$ cat src/rtl/soc_boot_rom_wb.sv
// Small write-protectable boot ROM on a Wishbone classic slave port.
// Words sit at BASE..BASE+DEPTH-1; a sticky lock bit lives in the control word at BASE+DEPTH.
module soc_boot_rom_wb #(
   parameter int                ADDR_W      = 24,
   parameter int                DATA_W      = 16,
   parameter int                DEPTH_LOG2  = 4,
   parameter logic [ADDR_W-1:0] BASE        = 24'hffe000,
   parameter int                WAIT_STATES = 1
) (
   input  logic              i_clk,
   input  logic              i_rst,
   input  logic              i_wb_cyc,
   input  logic              i_wb_stb,
   input  logic              i_wb_we,
   input  logic [ADDR_W-1:0] i_wb_adr,
   input  logic [DATA_W-1:0] i_wb_dat,
   output logic [DATA_W-1:0] o_wb_dat,
   output logic              o_wb_ack,
   output logic              o_wb_err,
   output logic              o_locked
);

   localparam int DEPTH = 2 ** DEPTH_LOG2;
   localparam int OFF_W = DEPTH_LOG2 + 1;

   localparam logic [1:0] S_IDLE = 2'd0;
   localparam logic [1:0] S_WAIT = 2'd1;
   localparam logic [1:0] S_RESP = 2'd2;

   localparam logic [3:0]       CNT_LOAD = (WAIT_STATES > 0) ? 4'(WAIT_STATES - 1) : 4'd0;
   localparam logic [OFF_W-1:0] CTRL_OFF = OFF_W'(DEPTH);
   localparam bit               NO_WAIT  = (WAIT_STATES == 0);

   logic [1:0]            state_reg;
   logic [3:0]            cnt_reg;
   logic [OFF_W-1:0]      off_reg;
   logic                  we_reg;
   logic [DATA_W-1:0]     wdat_reg;
   logic                  ack_reg;
   logic                  err_reg;
   logic [DATA_W-1:0]     dat_reg;
   logic                  locked_reg;
   logic [DATA_W-1:0]     mem [DEPTH];

   logic [ADDR_W-1:0]     offset;
   logic                  live;
   logic                  selected;
   logic                  req;
   logic                  fire;

   logic [OFF_W-1:0]      src_off;
   logic                  src_we;
   logic [DATA_W-1:0]     src_dat;
   logic [DEPTH_LOG2-1:0] idx;

   logic                  resp_ack;
   logic                  resp_err;
   logic [DATA_W-1:0]     resp_dat;
   logic                  do_store;
   logic                  do_lock;

   // Addresses below BASE wrap to huge offsets, so one upper-bits test covers both sides of the window.
   assign offset   = i_wb_adr - BASE;
   assign selected = (offset[ADDR_W-1:OFF_W] == '0);
   assign live     = i_wb_cyc & i_wb_stb;
   assign req      = live & selected;

   // Zero-wait transactions resolve straight from the bus; otherwise from the captured request.
   always_comb begin
      src_off = off_reg;
      src_we  = we_reg;
      src_dat = wdat_reg;
      if (state_reg == S_IDLE) begin
         src_off = offset[OFF_W-1:0];
         src_we  = i_wb_we;
         src_dat = i_wb_dat;
      end
   end

   assign idx  = src_off[DEPTH_LOG2-1:0];
   assign fire = ((state_reg == S_IDLE) && req && NO_WAIT) ||
                 ((state_reg == S_WAIT) && live && (cnt_reg == 4'd0));

   always_comb begin
      resp_ack = 1'b0;
      resp_err = 1'b0;
      resp_dat = '0;
      do_store = 1'b0;
      do_lock  = 1'b0;
      if (!src_off[OFF_W-1]) begin
         if (!src_we) begin
            resp_ack = 1'b1;
            resp_dat = mem[idx];
         end else if (locked_reg) begin
            resp_err = 1'b1;
         end else begin
            resp_ack = 1'b1;
            do_store = 1'b1;
         end
      end else if (src_off == CTRL_OFF) begin
         resp_ack = 1'b1;
         if (!src_we) begin
            resp_dat = DATA_W'(locked_reg);
         end else begin
            do_lock = src_dat[0];
         end
      end else begin
         resp_err = 1'b1;
      end
   end

   always_ff @(posedge i_clk or posedge i_rst) begin
      if (i_rst) begin
         state_reg  <= S_IDLE;
         cnt_reg    <= 4'd0;
         off_reg    <= '0;
         we_reg     <= 1'b0;
         wdat_reg   <= '0;
         ack_reg    <= 1'b0;
         err_reg    <= 1'b0;
         dat_reg    <= '0;
         locked_reg <= 1'b0;
         for (int i = 0; i < DEPTH; i++) begin
            mem[i] <= '0;
         end
      end else begin
         ack_reg <= 1'b0;
         err_reg <= 1'b0;
         dat_reg <= '0;
         case (state_reg)
            S_IDLE: begin
               if (req) begin
                  off_reg  <= offset[OFF_W-1:0];
                  we_reg   <= i_wb_we;
                  wdat_reg <= i_wb_dat;
                  if (NO_WAIT) begin
                     state_reg <= S_RESP;
                  end else begin
                     state_reg <= S_WAIT;
                     cnt_reg   <= CNT_LOAD;
                  end
               end
            end
            S_WAIT: begin
               if (!live) begin
                  state_reg <= S_IDLE;
                  cnt_reg   <= 4'd0;
               end else if (cnt_reg == 4'd0) begin
                  state_reg <= S_RESP;
               end else begin
                  cnt_reg <= cnt_reg - 4'd1;
               end
            end
            S_RESP: begin
               state_reg <= S_IDLE;
            end
            default: begin
               state_reg <= S_IDLE;
            end
         endcase
         // The response and any side effect land together, so the RESP cycle is the commit point.
         if (fire) begin
            ack_reg <= resp_ack;
            err_reg <= resp_err;
            dat_reg <= resp_dat;
            if (do_store) begin
               mem[idx] <= src_dat;
            end
            if (do_lock) begin
               locked_reg <= 1'b1;
            end
         end
      end
   end

   assign o_wb_ack = ack_reg;
   assign o_wb_err = err_reg;
   assign o_wb_dat = dat_reg;
   assign o_locked = locked_reg;

endmodule

$ cat config.mk
export PLATFORM = sky130hd
export DESIGN_NAME = soc_boot_rom_wb
export DESIGN_NICKNAME = d
export VERILOG_FILES = /design/src/rtl/soc_boot_rom_wb.sv
export SDC_FILE = /design/constraint.sdc
export NUM_CORES = 1
export LEC_CHECK = 0
export ABC_AREA = 1
export CORE_MARGIN = 10
export CORE_UTILIZATION = 40
export CTS_BUF_LIST = sky130_fd_sc_hd__clkbuf_4
export DETAILED_ROUTE_END_ITERATION = 16
export PLACE_DENSITY_LB_ADDON = 0.08
export SLEW_MARGIN = 20
export SYNTH_ARGS = -nofsm -noshare
export SYNTH_HDL_FRONTEND = slang
export SYNTH_SLANG_ARGS = --single-unit
$ cat constraint.sdc
create_clock -name i_clk -period 10 [get_ports i_clk]
set_clock_uncertainty 0.1 [all_clocks]
set_input_delay 2 -clock i_clk [delete_from_list [all_inputs] [get_ports i_clk]]
set_output_delay 2 -clock i_clk [all_outputs]
set_load 0.01 [all_outputs]
======== Word-level counts from Yosys, hierarchy flattened ========
Index checks and enable logic that the tools add are counted.
storage, ports and cells
  bits in read-only memories .............. 0
  memories ................................ 0
  output and inout port bits .............. 19
  memory bits (writable) .................. 0
  register bits after elaboration ......... 303
  latch bits .............................. 0
cells by class
  div/mod/pow operators ................... 0
  multiplexer cells ....................... 37
  order comparisons ....................... 2
  equal/unequal tests ..................... 5
  reduce and logical (&&, ||, !) cells .... 12
  multiply operators ...................... 0
  bitwise gates (word level) .............. 3
  add/subtract/negate cells ............... 2
  shift operators ......................... 0
operator list
  kind                                                        count
  bitwise mux 256 bit                                         1
  2-to-1 mux 16 bit                                           7
  binary-select mux 16 bit (select 4 bit)                     1
  demux 16 bit (select 4 bit)                                 1
  subtractor 24 bit, second input constant                    1
  logical NOT 19 bit                                          1
  2-to-1 mux 1 bit                                            18
  2-to-1 mux 4 bit                                            3
  one-hot mux 4 bit (2 select lines)                          1
  AND reduction 2 bit                                         4
  2-to-1 mux 2 bit                                            3
  == test 5 bit, second input constant                        1
  greater-or-equal comparator 5 bit, second input constant    1
  less-than comparator 5 x 1 -> 1 bit, second input constant  1
  2-to-1 mux 5 bit                                            1
  inverter 4 -> 5 bit                                         1
  logical NOT 4 bit                                           1
  one-hot mux 2 bit (2 select lines)                          1
  subtractor 4 x 1 -> 4 bit, second input constant            1
  logical AND 1 bit                                           3
  inequality test 3 x 2 -> 1 bit, second input constant       1
  inequality test 3 bit, second input constant                1
  AND reduction 3 bit                                         1
  bitwise AND 1 bit                                           2
  4 further kinds                                             4

======== Depth between registers and ports, before layout ========
  depth after elaboration ................. 9
  depth in mapped cells ................... 14
  depth with buffers taken out ............ 13

======== Worst setup path before layout ========
No wires, ideal clock.
  kind .................................... input-to-reg
  start ................................... in i_wb_cyc
  end ..................................... reg mem[19] (netlist name)
  path slack .............................. 6.514 ns
  stages on the path ...................... 8
  arrival ................................. 3.242 ns
  cell sequence ........................... nand4_1 nor2_2 nand4_2 nor3_2 nand2_1 clkbuf_1 nand2_1 o21ai_0
between the ends
  word-level cells in the longest chain between the ends .. 4
RTL lines
  element                         line  source
  start: declaration              12    input logic i_wb_cyc,
  bitwise AND 1 bit               65    assign live = i_wb_cyc & i_wb_stb;
  logical AND 1 bit (2 in a row)  82    ((state_reg == S_WAIT) && live && (cnt_reg == 4'd0));
  AND reduction 2 bit (no line)   n/a
  end signal: indexed assignment  167   mem[idx] <= src_dat;
  end: declaration                43    logic [DATA_W-1:0] mem [DEPTH];
Every way passes these cells.
A chain may end at the register's enable or synchronous reset.

======== Worst setup path after layout ========
  start ................................... in i_wb_adr[1]
  end ..................................... reg mem[201] (netlist name)
between the ends
  word-level cells in the longest chain between the ends .. 8
  elaborated cells on any way between the ends .. 11
  those cells by class .................... add/sub: 1; order compare: 2; mux: 5; bitwise: 1; reduce/logical: 2
RTL lines
  element                                                                                                                line  source
  start: declaration                                                                                                     15    input logic [ADDR_W-1:0] i_wb_adr,
  subtractor 24 bit (*)                                                                                                  63    assign offset = i_wb_adr - BASE;
  2-to-1 mux 5 bit (*)                                                                                                   73    if (state_reg == S_IDLE) begin
  inverter 4 -> 5 bit (not written as such)                                                                              167
  greater-or-equal comparator 5 bit (not written as such) / less-than comparator 5 x 1 -> 1 bit (equally long branches)  167
  logical AND 1 bit (not written as such)                                                                                167
  2-to-1 mux 16 bit (not written as such)                                                                                167
  demux 16 bit (select 4 bit)                                                                                            167
  bitwise mux 256 bit                                                                                                    167
Every way passes the cells marked *; elsewhere a longest branch is shown, timed or not.

==> reports/metrics.cfg <==
[yosys]
yosys_warnings = 0
netlist_instances = 1640
syn_area_mm2 = 0.0134
ys_ff_latch = 303
synthDistinctLibCells = 32
syn-num-nets = 1687
syn_avg_cell_area_um2 = 8.15
ys_seq_area_share_pct = 56.7

[clock_network]
cts_tree = built
cts_buffer_depth = 3
cts-htree-levels = 3
root_buffer = clkbuf_4
cts.clk_slew.worst_paths_ps = 60
cts_setup_buffers = 0
clk_latency_ps = 720
cts_hold_buf = 0
cts_num_sinks = 303
tritoncts.num_buffers = 84
ctsResizeCount = 0

[setup_path]
cp.arrival_ps = 5540
cp.required_ps = 10510
cp-start-kind = input port
cp-end-kind = flip-flop
rrSetupSlack_ps = 5460
reg2regPathDepth = 7
path_class = input port to flip-flop
critPathMaxFanout = 43

[floorplan]
die_h_um = 203
ios = 64
start_util_pct = 40.8
dieArea_mm2 = 0.0411
die_w_um = 203
core_area_mm2 = 0.0328
core.rowCount = 66

[global_routing]
antenna_found_initial = 1
track_usage_pct = 19.4
grt_pass1_vias = 10900
grt_max_degree = 175
grt.overflow.total = 0
grt_pass1_wl_mm = 62.6

[routing]
drtAntennaViolNets = 0
wl_per_cell_um = 17.7
detail_route.iter0.violations = 839
vias = 11100
first_pass_iters = 4
drt_wl_total_mm = 39.3
post-route-drc-count = 0
drt-vias-per-instance = 4.99

[final_layout]
finish.utilization_pct = 47.1
fillers = 3305
drive_above_1_share_pct = 11.5
final_nets = 1762
largest_register_ffs = 256
area_delta_synth_final_pct = 15.6

[timing]
period_minus_slack_ps = 5030
timing.fmax_mhz = 199
fin_crit_sh_pct = 50.3
tns_ps = 0
hold_viol_final = 0
rsz0062_at_grt = no
slew_violations = 0
relSlewSlack_pct = 29.9
tightest_slew_ps = 1050
finalSetupViolCount = 0

[power]
static-leakage-power_nw = 7.36
max-vdd-ir-drop_mv = 0.0739
power_mw = 2.49
power_density_mw_per_mm2 = 161

[min_path]
hp-class = flip-flop to flip-flop
hold_depth = 2

[outcome]
status = finished, final reports clean

[job]
maxCapViolations = 0

[placed_design]
hpwl_mm = 23.9
port_buffers = 63
gp_congestion = 0.835

==> cell type report <==
type / instances / area (um^2) / share of cell area, %
flip-flops and latches: 303 / 7580 / 49.1
multi-input cells: 1158 / 5120 / 33.1
clock buffers: 126 / 946 / 6.12
repair buffers: 98 / 906 / 5.86
well taps: 442 / 553 / 3.58
inverters: 70 / 267 / 1.72
clock inverters: 21 / 81.3 / 0.526
diodes: 1 / 2.50 / 0.0162
==> logic make-up after synthesis <==
| logic type | count (synthesis) | share of synthesized area [%] |
|---|---|---|
| and+or+nand+nor | 744 | 22.1 |
| buffers and inverters | 179 | 5.28 |
| DFF | 303 | 56.7 |
| adders and majority gates | 2 | 0.187 |
| AOI/OAI and AO/OA | 410 | 15.6 |
| xor gates and xnor gates | 2 | 0.131 |
==> cells in the final DEF (no fill, tap or decap), types with 2 or more instances in the layout <==
cell type and n:
ha_1 2, nor2_2 5, nor3_2 2, nor4_1 2, nor3_1 2, dfrtp_1 303, nand3b_1 3, nor2_1 196
inv_2 2, o22ai_1 22, clkbuf_4 126, buf_4 34, o21ai_1 23, nand2_1 469, or2_2 19, nor2_4 2
o21ai_0 357, inv_1 68, clkdlybuf4s50_1 63, clkinv_2 2, nand3_1 33, nand4_1 3, clkinv_1 18, nand2_2 6
o21ai_2 4
==> metrics by stage <==
stage               hold WS, ps  std cells  area [um^2]  setup WS [ps]
CTS                         381       2218        15500           4990
floorplan                   344       1640        13400           3870
detailed placement          367       2071        14400           4240
global route                400       2219        15500           4550
finish                      378       2219        15500           4970
global placement            360       2071        14400           4430
==> worst max-delay path, cell delays in order <==
cell and delay [ps]:
clkdlybuf4s50_1 450, inv_1 40, nand2_1 70, o21ai_2 180
inv_2 600, nand2_1 700, nor2_1 400, nand2_1 640
o21ai_0 440
==> where the power goes <==
part           internal (mW)  leakage, nW  switching [mW]  total [mW]
Combinational         0.0509         2.51           0.120       0.171
Clock                  0.572        0.620           0.521        1.09
Sequential              1.23         4.23      0.00000122        1.23
==> path summary, 6_finish.rpt <==
path | startpoint | endpoint
min in group asynchronous | i_rst | mem[173]
worst min-delay path | mem[50] | mem[50]
worst min register to register | mem[50] | mem[50]
worst max register to register | state_reg[0] | mem[201]
worst max-delay path | i_wb_adr[1] | mem[201]
max in group asynchronous | i_rst | mem[133]
==> cells in the mapped netlist <==
cell	n	area, um^2
inv_1	69	259
a21oi_1	1	5.00
nor2_2	3	18.8
nor2_4	1	11.3
nand3_1	33	165
xnor2_1	1	8.76
buf_2	21	105
buf_1	2	7.51
xor2_1	1	8.76
o21ai_1	23	115
nor4_1	2	12.5
o21a_1	1	7.51
nand2_1	472	1770
nor3_1	2	10.0
clkbuf_1	84	315
ha_1	2	25.0
o21ai_2	1	8.76
o31ai_1	1	7.51
nor2_1	199	747
buf_4	2	15.0
o22ai_1	22	138
dfrtp_1	303	7580
or2_2	19	119
nand4_1	3	18.8
nand4_2	1	12.5
inv_2	1	3.75
a31oi_1	1	6.26
o21ai_0	360	1800
nand3b_1	3	22.5
nand2_2	3	18.8
nor3_2	2	20.0
and2_1	1	6.26
==> per-layer routing <==
metal | vias up | track usage (%) | share of wire, %
met5 | - | 0 | 0
met4 | 0 | 6.63 | 2.4
met3 | 77 | 4.17 | 5.5
met2 | 298 | 30.2 | 46
met1 | 5202 | 26.2 | 46
li1 | 5491 | - | -
Power figures use the tool's default switching activity.
